[config.mk]
export PLATFORM = sky130hd
export DESIGN_NAME = nor_truth_table_sweeper
export DESIGN_NICKNAME = d
export VERILOG_FILES = /design/src/rtl/nor_sweep_pkg.sv /design/src/rtl/nor_gate_eval.sv /design/src/rtl/nor_truth_table_sweeper.sv
export SDC_FILE = /design/constraint.sdc
export NUM_CORES = 1
export LEC_CHECK = 0
export BUFFER_PORTS_ARGS = -buffer_cell sky130_fd_sc_hd__clkbuf_2
export CAP_MARGIN = 10
export CORE_MARGIN = 2
export CORE_UTILIZATION = 45
export CTS_CLUSTER_DIAMETER = 60
export DETAILED_ROUTE_END_ITERATION = 6
export PLACE_DENSITY = 0.74
export SETUP_SLACK_MARGIN = 0.05
export SLEW_MARGIN = 20
export SYNTH_ARGS = -nofsm -noshare
export SYNTH_HDL_FRONTEND = slang
export SYNTH_HIERARCHICAL = 1
export SYNTH_SLANG_ARGS = --single-unit
[constraint.sdc]
create_clock -name clk -period 2.8 [get_ports clk]
set_input_delay 0.14 -clock clk [delete_from_list [all_inputs] [get_ports clk]]
set_output_delay 0.14 -clock clk [all_outputs]
set_load 0.005 [all_outputs]
[src/rtl/nor_sweep_pkg.sv]
// Shared encodings for the NOR truth-table sweeper: function select codes, FSM states
// and the 2-input NOR primitive every gate function is built from.
package nor_sweep_pkg;

  localparam logic [2:0] MODE_AND   = 3'd0;
  localparam logic [2:0] MODE_OR    = 3'd1;
  localparam logic [2:0] MODE_NAND  = 3'd2;
  localparam logic [2:0] MODE_NOR   = 3'd3;
  localparam logic [2:0] MODE_XOR   = 3'd4;
  localparam logic [2:0] MODE_XNOR  = 3'd5;
  localparam logic [2:0] MODE_RSVD6 = 3'd6;
  localparam logic [2:0] MODE_RSVD7 = 3'd7;

  typedef enum logic [1:0] {
    IDLE = 2'd0,
    RUN  = 2'd1,
    DONE = 2'd2
  } state_t;

  function automatic logic nor2(input logic a, input logic b);
    return ~(a | b);
  endfunction

  // Classic four-NOR XNOR: the shared first-level NOR feeds both half terms.
  function automatic logic xnor2(input logic a, input logic b);
    logic n1;
    n1 = nor2(a, b);
    return nor2(nor2(a, n1), nor2(b, n1));
  endfunction

endpackage

[src/rtl/nor_gate_eval.sv]
// Combinational WIDTH-input gate evaluator. Every function value is derived from
// 2-input NOR cells arranged as reduction chains; only the final select is a plain mux.
module nor_gate_eval
  import nor_sweep_pkg::*;
#(
  parameter int WIDTH = 2
) (
  input  logic [2:0]       mode,
  input  logic [WIDTH-1:0] in_vec,
  output logic             out
);

  logic [WIDTH-1:0] in_n;
  logic             and_r;
  logic             or_r;
  logic             xor_r;

  for (genvar gi = 0; gi < WIDTH; gi++) begin : g_inv
    assign in_n[gi] = nor2(in_vec[gi], in_vec[gi]);
  end

  // AND folds as NOR of inverted operands, OR as inverted NOR, XOR as inverted XNOR.
  always_comb begin
    logic t;
    t     = 1'b0;
    and_r = in_vec[0];
    or_r  = in_vec[0];
    xor_r = in_vec[0];
    for (int i = 1; i < WIDTH; i++) begin
      and_r = nor2(nor2(and_r, and_r), in_n[i]);
      t     = nor2(or_r, in_vec[i]);
      or_r  = nor2(t, t);
      t     = xnor2(xor_r, in_vec[i]);
      xor_r = nor2(t, t);
    end
  end

  always_comb begin
    out = 1'b0;
    case (mode)
      MODE_AND:  out = and_r;
      MODE_OR:   out = or_r;
      MODE_NAND: out = nor2(and_r, and_r);
      MODE_NOR:  out = nor2(or_r, or_r);
      MODE_XOR:  out = xor_r;
      MODE_XNOR: out = nor2(xor_r, xor_r);
      default:   out = 1'b0;
    endcase
  end

endmodule

[src/rtl/nor_truth_table_sweeper.sv]
// Sweeps every WIDTH-bit input combination through the NOR-built evaluator under a
// start/done handshake, streaming each step and capturing the full truth table.
module nor_truth_table_sweeper
  import nor_sweep_pkg::*;
#(
  parameter int WIDTH   = 2,
  parameter int TABLE_W = 2 ** WIDTH
) (
  input  logic               clk,
  input  logic               rst_n,
  input  logic               start,
  input  logic [2:0]         mode,
  output logic               busy,
  output logic               step_valid,
  output logic [WIDTH-1:0]   step_in,
  output logic               step_out,
  output logic               done,
  output logic [TABLE_W-1:0] truth_table
);

  localparam int CNT_W = WIDTH + 1;

  state_t             state_reg;
  logic [2:0]         mode_reg;
  logic [CNT_W-1:0]   count_reg;
  logic               busy_reg;
  logic               step_valid_reg;
  logic [WIDTH-1:0]   step_in_reg;
  logic               step_out_reg;
  logic               done_reg;
  logic [TABLE_W-1:0] table_reg;

  logic [2:0]         eval_mode;
  logic [WIDTH-1:0]   eval_in;
  logic               eval_out;

  // Step 0 is registered on the accepting edge, so it must see the live mode input.
  assign eval_mode = (state_reg == IDLE) ? mode : mode_reg;
  assign eval_in   = count_reg[WIDTH-1:0];

  nor_gate_eval #(.WIDTH(WIDTH)) u_eval (
    .mode   (eval_mode),
    .in_vec (eval_in),
    .out    (eval_out)
  );

  // count_reg holds the index of the next step to present; it is zero whenever IDLE.
  always_ff @(posedge clk) begin
    if (!rst_n) begin
      state_reg      <= IDLE;
      mode_reg       <= '0;
      count_reg      <= '0;
      busy_reg       <= 1'b0;
      step_valid_reg <= 1'b0;
      step_in_reg    <= '0;
      step_out_reg   <= 1'b0;
      done_reg       <= 1'b0;
      table_reg      <= '0;
    end else begin
      case (state_reg)
        IDLE: begin
          if (start) begin
            state_reg      <= RUN;
            mode_reg       <= mode;
            table_reg      <= '0;
            busy_reg       <= 1'b1;
            step_valid_reg <= 1'b1;
            step_in_reg    <= eval_in;
            step_out_reg   <= eval_out;
            count_reg      <= CNT_W'(1);
          end
        end
        RUN: begin
          table_reg[step_in_reg] <= step_out_reg;
          if (count_reg == CNT_W'(TABLE_W)) begin
            state_reg      <= DONE;
            step_valid_reg <= 1'b0;
            done_reg       <= 1'b1;
          end else begin
            step_in_reg    <= eval_in;
            step_out_reg   <= eval_out;
            count_reg      <= count_reg + CNT_W'(1);
          end
        end
        DONE: begin
          state_reg <= IDLE;
          done_reg  <= 1'b0;
          busy_reg  <= 1'b0;
          count_reg <= '0;
        end
        default: state_reg <= IDLE;
      endcase
    end
  end

  assign busy        = busy_reg;
  assign step_valid  = step_valid_reg;
  assign step_in     = step_in_reg;
  assign step_out    = step_out_reg;
  assign done        = done_reg;
  assign truth_table = table_reg;

endmodule

---- Yosys cells after proc, flatten, opt, wreduce, memory -nomap -nowiden ----
Cells that the tools add are included.
word-level totals
  bits of input ports ..................... 6
  output and inout port bits .............. 10
  bits in registers ....................... 18
cells by class
  reductions and logical operators ........ 15
  mux-type cells .......................... 25
  add/subtract/negate cells ............... 1
  magnitude comparators ................... 2
  bitwise logic cells ..................... 12
  equality and inequality tests ........... 11
operators with widths
  cell                                                                           number
  2-bit AND reduction                                                            5
  3-bit == test (second input constant)                                          3
  3-bit 2-to-1 mux                                                               3
  3-bit one-hot mux with 3 select lines                                          1
  3-bit AND reduction                                                            3
  2-bit 2-to-1 mux                                                               4
  1-bit one-hot mux with 2 select lines                                          4
  2-bit one-hot mux with 2 select lines                                          2
  4-bit one-hot mux with 2 select lines                                          1
  1-bit NOT                                                                      7
  3-bit by 2-bit == test with 1-bit output (second input constant)               2
  1-bit 2-to-1 mux                                                               6
  2-bit != test (second input constant)                                          3
  1-bit one-hot mux with 6 select lines                                          1
  2-bit nonzero test                                                             3
  1-bit bitwise OR                                                               5
  4-bit bitwise mux                                                              1
  4-bit 2-to-1 mux                                                               1
  3-bit by 1-bit adder with 3-bit output (second input constant)                 1
  3-bit by 1-bit == test with 1-bit output (second input constant)               1
  3-bit logical NOT                                                              1
  2-bit by 3-bit less-than comparator with 1-bit output (second input constant)  1
  3-bit nonzero test                                                             1
  1-bit demux with 2-bit select                                                  1
  5 further kinds                                                                5

---- Logic depth before layout (Yosys ltp) ----
Gate-level depths: netlist of the first run.
  depth after elaboration ................. 9
  mapped depth ............................ 9
  gate-level depth less buffers ........... 8

---- By module ----
Netlist of the first run, hierarchy kept.
by module, submodules not included
  module                   area an instance (µm²)  times used  cells each
  nor_truth_table_sweeper  1023.5                  1           118
  nor_gate_eval            76.3                    1           10

---- Worst setup path before layout of the first run ----
No wires, ideal clock.
  kind .................................... reg2reg
  start ................................... register state_reg[0]
  end ..................................... register step_out_reg, in the netlist step_out
  data arrival time ....................... 1.875 ns
  clock period less this slack ............ 1.998 ns
  required time ........................... 2.677 ns
  cell stages (with the launch flop) ...... 10
  path slack .............................. 0.802 ns
  cells stage by stage .................... dfxtp_1 inv_1 ha_1 clkbuf_8 mux2_2 or2_1 a21oi_2 mux2_1 nand3_1 o21ai_0
between the ends
  longest elaborated chain between the ends .. 6
  elaborated cells on any way between the ends .. 17
  those cells by class .................... eq/ne (8); mux (5); reduce/logical (4)
ends and longest elaborated chain
  what                                         RTL line                                                      text
  start, declared                              nor_truth_table_sweeper.sv:23                                 state_t state_reg;
  start signal, assigned                       nor_truth_table_sweeper.sv:50                                 state_reg <= IDLE;
  start signal, assigned                       nor_truth_table_sweeper.sv:63                                 state_reg <= RUN;
  start signal, assigned                       nor_truth_table_sweeper.sv:76                                 state_reg <= DONE;
  2-bit logical NOT (*)                        nor_truth_table_sweeper.sv:38                                 assign eval_mode = (state_reg == IDLE) ? mode : mode_reg;
  3-bit 2-to-1 mux (*)                         nor_truth_table_sweeper.sv:38
  named net eval_mode[0]                       nor_truth_table_sweeper.sv:33                                 logic [2:0] eval_mode;
  3-bit == test, or another cell as far along  nor_gate_eval.sv:40                                           case (mode)
  1-bit one-hot mux with 6 select lines (*)    nor_gate_eval.sv:40
  named net eval_out                           nor_truth_table_sweeper.sv:35                                 logic eval_out;
  1-bit 2-to-1 mux, on equally long branches   nor_truth_table_sweeper.sv:75, nor_truth_table_sweeper.sv:62
  1-bit one-hot mux with 2 select lines (*)    nor_truth_table_sweeper.sv:60                                 case (state_reg)
  end signal, assigned                         nor_truth_table_sweeper.sv:69                                 step_out_reg <= eval_out;
  end signal, assigned                         nor_truth_table_sweeper.sv:81                                 step_out_reg <= eval_out;
  end, declared                                nor_truth_table_sweeper.sv:29                                 logic step_out_reg;
Mark *: on every way through the listed nets, which the timed path passes. The rest lies on a longest branch. The select of a mux whose other input is x is not followed.
A chain may end at the register's enable or synchronous reset.

---- Worst setup path in the final report of the first run ----
  start ................................... register state_reg[1]
  end ..................................... register step_out_reg, in the netlist step_out
Same word-level chain as after synthesis.

==> impl_results.md, run 1 <==
* Detailed-route DRC error count at 0
* Clock latency on the worst-skew pair at 300 ps
* Drt via density at 5.43
* Largest net degree at the start of global routing at 24
* Max-slew violations at 0
* Fin crit share at 0.818
* DR WL/cell at 12.9 um
* Diodes inserted at 0
* Post-synthesis compound-gate area fraction at 0.216
* Post-synthesis xor/xnor area fraction at 0.00796
* Area contributors post-synth: dfxtp_1, ha_1, nand2_1, o21ai_0, inv_1
* Multiplexer share of the synthesized area at 0.0683
* Post-Synth Simple-Gate Area at 0.199
* Longest Clk Path Bufs at 2
* Worst-Margin Slew at 427 ps
* Core ar. at 0.00225 mm2
* Post-synth EDFFs at 0
* Fillers at 228
* Worst setup path startpoint: state_reg[1]$_SDFFE_PN0P_
* Post-DRT Antenna Nets at 0
* Hold buffers post-CTS at 0
* Sequential area share after synthesis at 0.328
* FF+latch count, synth at 18
* Synth top cells by count: dfxtp_1, nand2_1, inv_1, ha_1, o21ai_0
* TritonCTS clock tree: done
* Most frequent cell after synthesis: dfxtp_1
* FFs w/ async S/R, synth at 0
* Crit. End Element: flop
* RSZ-0062 raised after global routing: false
* Port Buffers at 15
* Post-synthesis cell type count at 34
* Top cell type's share of synthesized area at 0.328
* Setup skew after layout at 6.19 ps
* CTS sink cnt at 18
* Minimum clock period at 2290 ps
* Final cell count without fillers at 169
* Max cap viols at 0
* Leakage power total at 0.496 nW
* Final #Nets at 157
* Initial drt markers at 5
* Post_cts resized at 0
* Post-Synth Adder-Cell Area at 0.102
* Share of layout cells above drive strength 1 at 0.199
* Total CTS buffers at 3
* First-pass GRT wire length at 3.60 mm
* Initial Utilization at 0.488
* Rows at 17
* Status: completed
* Post-Syn Area at 0.00110 mm2
* Synth warn at 6
* Clk slew on worst S/H paths at 110 ps
* Largest register FFs at 4
* VDD IR-drop max at 0.297 mV
* Initial DRT Pass Iterations at 4
* Wire length reported by the detailed router at 2.17 mm
* Setup repair bufs after CTS at 0
* Inst Count DP at 165
* Die area at 0.00286 mm2
* Grt total ovfl at 0
* CP arrival at 2480 ps
* Final count of hold timing violations at 0
* Via Count at 917
* GP Congestion at 0.823
* Type of origin of the critical path: flop
* CTS Root Cell: clkbuf_4
* Post-Syn Area per Cell at 8.59 um2
* Syn Inst Count at 128
* IO Pins at 16
* Critical path class: flop to flop
* Max FO, Critical Path at 9
* Synth Flop Type: dfxtp_1
* H-tree depth at 1
* Min-Delay Path Class: input port to flop
* Slew headroom at 0.715
* Syn-to-layout area delta at 9.56%
* Chip height at 53.4 um
* TNS Setup at 0 ps
* Vias in the first global route at 853
* F_max at 436 MHz
* GRT Total Usage at 0.175
* Syn nets at 143
* Req. time, crit path at 2990 ps
* Worst reg2reg startpoint: state_reg[1]$_SDFFE_PN0P_
* Largest family of logic cells by synthesized area: compound AO/OA/AOI/OAI gates
* Initial antenna violation count at 0
* Synth area leader: dfxtp_1
* Final setup violation count at 0
* Hold_sp: mode[1]
* PD cells at 532 mW/mm2
* Die Wd at 53.4 um
* DP Wirelength at 1.62 mm
[report_power, final]
part / switching, mW / internal [mW]
Sequential: 0.0174 / 0.275
Clock: 0.0822 / 0.0793
Combinational: 0.103 / 0.0838
Total: 0.202 / 0.439
[per-stage QoR]
| stage | total power [mW] | cell area [um2] | worst slack (ps) | util | hold slack (ps) |
|---|---|---|---|---|---|
| 2_1_floorplan | 0.447 | 1100 | 802 | - | 289 |
| 3_3_place_gp | 0.478 | 1170 | 596 | 0.518 | 402 |
| 3_5_place_dp | 0.485 | 1170 | 534 | 0.518 | 411 |
| 4_1_cts | 0.649 | 1200 | 511 | 0.534 | 84.9 |
| 5_1_grt | 0.688 | 1200 | 400 | 0.534 | 81.4 |
| 6_report | 0.641 | 1200 | 509 | 0.534 | 94.1 |
[worst paths after layout]
check | endpoint | slack [ps] | cells after the start
max | step_out$_SDFFE_PN0P_ | 510 | 8
min | mode_reg[1]$_SDFFE_PN0P_ | 90 | 3
max reg2reg | step_out$_SDFFE_PN0P_ | 510 | 8
min reg2reg | step_valid$_SDFFE_PN0P_ | 470 | 2
[layout by cell type (no fill, tap or decap), types with 2 or more instances in the layout]
cell and count:
nor2_1 2, mux2_2 3, nand4_1 2, o21ai_0 9, a21boi_0 5, nand2b_1 3
o22ai_1 3, o211ai_1 2, o21a_1 2, and2_1 6, clkbuf_2 15, dfxtp_1 18
nand2_1 15, ha_1 9, mux2i_1 3, nand3_1 8, inv_1 12, a21oi_1 7
clkbuf_4 3
[routing by layer]
layer / up-vias / track usage / wire, um
li1: 466 / - / -
met1: 433 / 0.205 / 1010
met2: 16 / 0.305 / 1060
met3: 2 / 0.0593 / 99
met4: 0 / 0.0385 / 12
met5: - / 0 / 0
[cells by family (layout without fill, tap and decap cells)]
kind of cell / after synthesis / after routing
flip-flops: 18 / 18
buffers and inverters: 18 / 31
adder cells (fa/ha/maj): 9 / 9
AND/OR/NAND/NOR: 41 / 41
multiplexers: 7 / 7
AO/OA/AOI/OAI: 34 / 34
XOR/XNOR: 1 / 1
[critical path, stage by stage (launching register included)]
cell	delay [ps]
dfxtp_1	340
inv_1	130
ha_1	440
mux2_2	420
or2_1	240
a21oi_2	140
mux2_1	320
nand3_1	60
o21ai_0	80
[area by class of cell]
| class | count | area (um2) | area share |
|---|---|---|---|
| sequential | 18 | 360 | 0.299 |
| timing repair buffer | 15 | 75.1 | 0.0623 |
| multi-input combinational | 92 | 653 | 0.542 |
| tap | 28 | 35.0 | 0.0291 |
| clock buffer | 4 | 36.3 | 0.0301 |
| inverter | 12 | 45.0 | 0.0374 |
Note: power is estimated with default switching activity, not from simulation.
==> run 2, diff against run 1 <==
- PLACE_DENSITY: 0.74 -> 0.77
- clock period: 2.8 -> 2 ns (I/O delays scaled with it)
==> run 2 against run 1 <==
  * Sequential power increased by 42%
  * Via count decreased by 0.76%
  * Fmax increased by 23%
  * Critical path depth unchanged
  * Clock skew decreased by 3.4 ps
==> impl_results.md, run 2 (synthesized netlist as in run 1, its figures left out) <==
* H-tree depth at 1
* Vias in the first global route at 808
* Chip height at 53.4 um
* Crit. End Element: flop
* Top Family by Delay on Critical Path: multiplexers
* Max FO, Critical Path at 4
* VDD IR-drop max at 0.406 mV
* DR WL/cell at 14.1 um
* Clock latency on the worst-skew pair at 310 ps
* Share of layout cells above drive strength 1 at 0.234
* R2r setup slk at 140 ps
* Worst reg2reg startpoint: state_reg[0]$_SDFFE_PN0P_
* Drt via density at 5.38
* Commonest non-fill, non-tap cells in the layout: dfxtp_1, nand2_1, clkbuf_2
* DP Wirelength at 1.71 mm
* Detailed-route DRC error count at 0
* Final count of hold timing violations at 0
* Min-Delay Path Class: input port to flop
* RSZ-0062 raised after global routing: false
* Critical path class: flop to flop
* CP Capture Point: step_out$_SDFFE_PN0P_
* Initial drt markers at 17
* Total CTS buffers at 3
* Max-slew violations at 0
* First-pass GRT wire length at 3.79 mm
* Rows at 17
* Slowest cell on crit path: dfxtp_4
* Slew headroom at 0.724
* Core ar. at 0.00225 mm2
* Crit-path max cell delay at 380 ps
* FF-to-FF path depth at 8
* Die Wd at 53.4 um
* Port Buffers at 15
* Clk slew on worst S/H paths at 100 ps
* Setup skew after layout at 2.77 ps
* Fin crit share at 0.929
* Worst setup path startpoint: state_reg[0]$_SDFFE_PN0P_
* Die area at 0.00286 mm2
* IO Pins at 16
* TritonCTS clock tree: done
* WP buf/inv at 1
* Largest register FFs at 4
* Worst Hold Path Cells at 3
* Diodes inserted at 0
* Initial DRT Pass Iterations at 4
* Grt total ovfl at 0
* Largest net degree at the start of global routing at 24
* GRT Total Usage at 0.188
* Reg2reg end: step_out$_SDFFE_PN0P_
* Minimum clock period at 1860 ps
* Final setup violation count at 0
* TNS Setup at 0 ps
* Longest Clk Path Bufs at 2
* Total power at 0.890 mW
* CTS Root Cell: clkbuf_4
* Most common cell after layout, fill and taps aside: dfxtp_1
* CP arrival at 2060 ps
* Final setup margin at 142 ps
* PD cells at 726 mW/mm2
* Dpl ws at 106 ps
* Final #Nets at 158
* Status: completed
* Worst-Margin Slew at 414 ps
* Wire length reported by the detailed router at 2.38 mm
* Req. time, crit path at 2200 ps
* Setup repair bufs after CTS at 0
* Leakage power total at 0.502 nW
* Initial antenna violation count at 0
* Via Count at 910
* Type of origin of the critical path: flop
* Post-DRT Antenna Nets at 0
* F_max at 538 MHz
* Syn-to-layout area delta at 11.4%
* Max cap viols at 0
* CTS sink cnt at 18
* Initial Utilization at 0.488
* Stages on worst setup path at 8
* Cell breakdown of the critical path: inv_4 -> ha_4 -> mux2_4 -> or2_1 -> a21oi_2 -> mux2_1 -> nand3_1 -> o21ai_0
* GP Congestion at 0.825
[run 2: cell types whose count changed in the layout (fill, tap and decap cells not counted)]
cell | before | now
dfxtp_1 | 18 | 16
inv_1 | 12 | 10
inv_4 | 0 | 2
buf_4 | 0 | 1
clkbuf_8 | 1 | 0
dfxtp_2 | 0 | 1
dfxtp_4 | 0 | 1
ha_1 | 9 | 8
ha_4 | 0 | 1
mux2_2 | 3 | 2
mux2_4 | 0 | 1
[run 2: power breakdown]
part / switching, mW / total [mW] / leakage, nW / internal, mW
Combinational: 0.152 / 0.279 / 0.340 / 0.127
Sequential: 0.0287 / 0.416 / 0.148 / 0.387
Clock: 0.124 / 0.195 / 0.0138 / 0.0707
[run 2: layout make-up]
type | count | area (um2)
Sequential cell | 18 | 365
Multi-Input combinational cell | 92 | 669
Inverter | 12 | 50.0
Tap cell | 28 | 35.0
Timing Repair Buffer | 16 | 82.6
Clock buffer | 3 | 22.5
Fill cell | 199 | 1030
[run 2: worst min-delay path, stage by stage]
cell and delay [ps]:
clkbuf_2 90, nand3_1 60, a21boi_0 70
[run 2: through the flow]
step	instance area (um2)	hold slack (ps)	std cells	utilization
after floorplan	1100	249	128	-
after global placement	1180	361	166	0.524
after detailed placement	1180	369	166	0.524
after CTS	1200	45.3	169	0.534
after global routing	1220	61.9	169	0.543
final	1220	41.5	169	0.543
[run 2: how the worst min path moves through the flow]
stage               slack, ps     from                  endpoint
finish                     40  mode[2]  mode_reg[2]$_SDFFE_PN0P_
floorplan                 250    rst_n   step_in[0]$_SDFFE_PN0P_
detailed placement        370  mode[2]  mode_reg[2]$_SDFFE_PN0P_
global placement          360  mode[1]  mode_reg[1]$_SDFFE_PN0P_
global route               60  mode[2]  mode_reg[2]$_SDFFE_PN0P_
CTS                        50  mode[1]  mode_reg[1]$_SDFFE_PN0P_
[run 2: metal layers]
layer  global-route usage  routed length [um]  share of wire  vias to the layer above
li1                     -                   -              -                      466
met1                0.238                1080           0.45                      424
met2                0.311                1160           0.49                       13
met3               0.0339                  80          0.034                        7
met4               0.0769                  57          0.024                        0
met5                    0                   0              0                        -
[run 2: timing repair]
action                                  CTS  global route
hold buffers                              0             0
gates resized for setup                   0             6
endpoints found under the setup margin    0             1
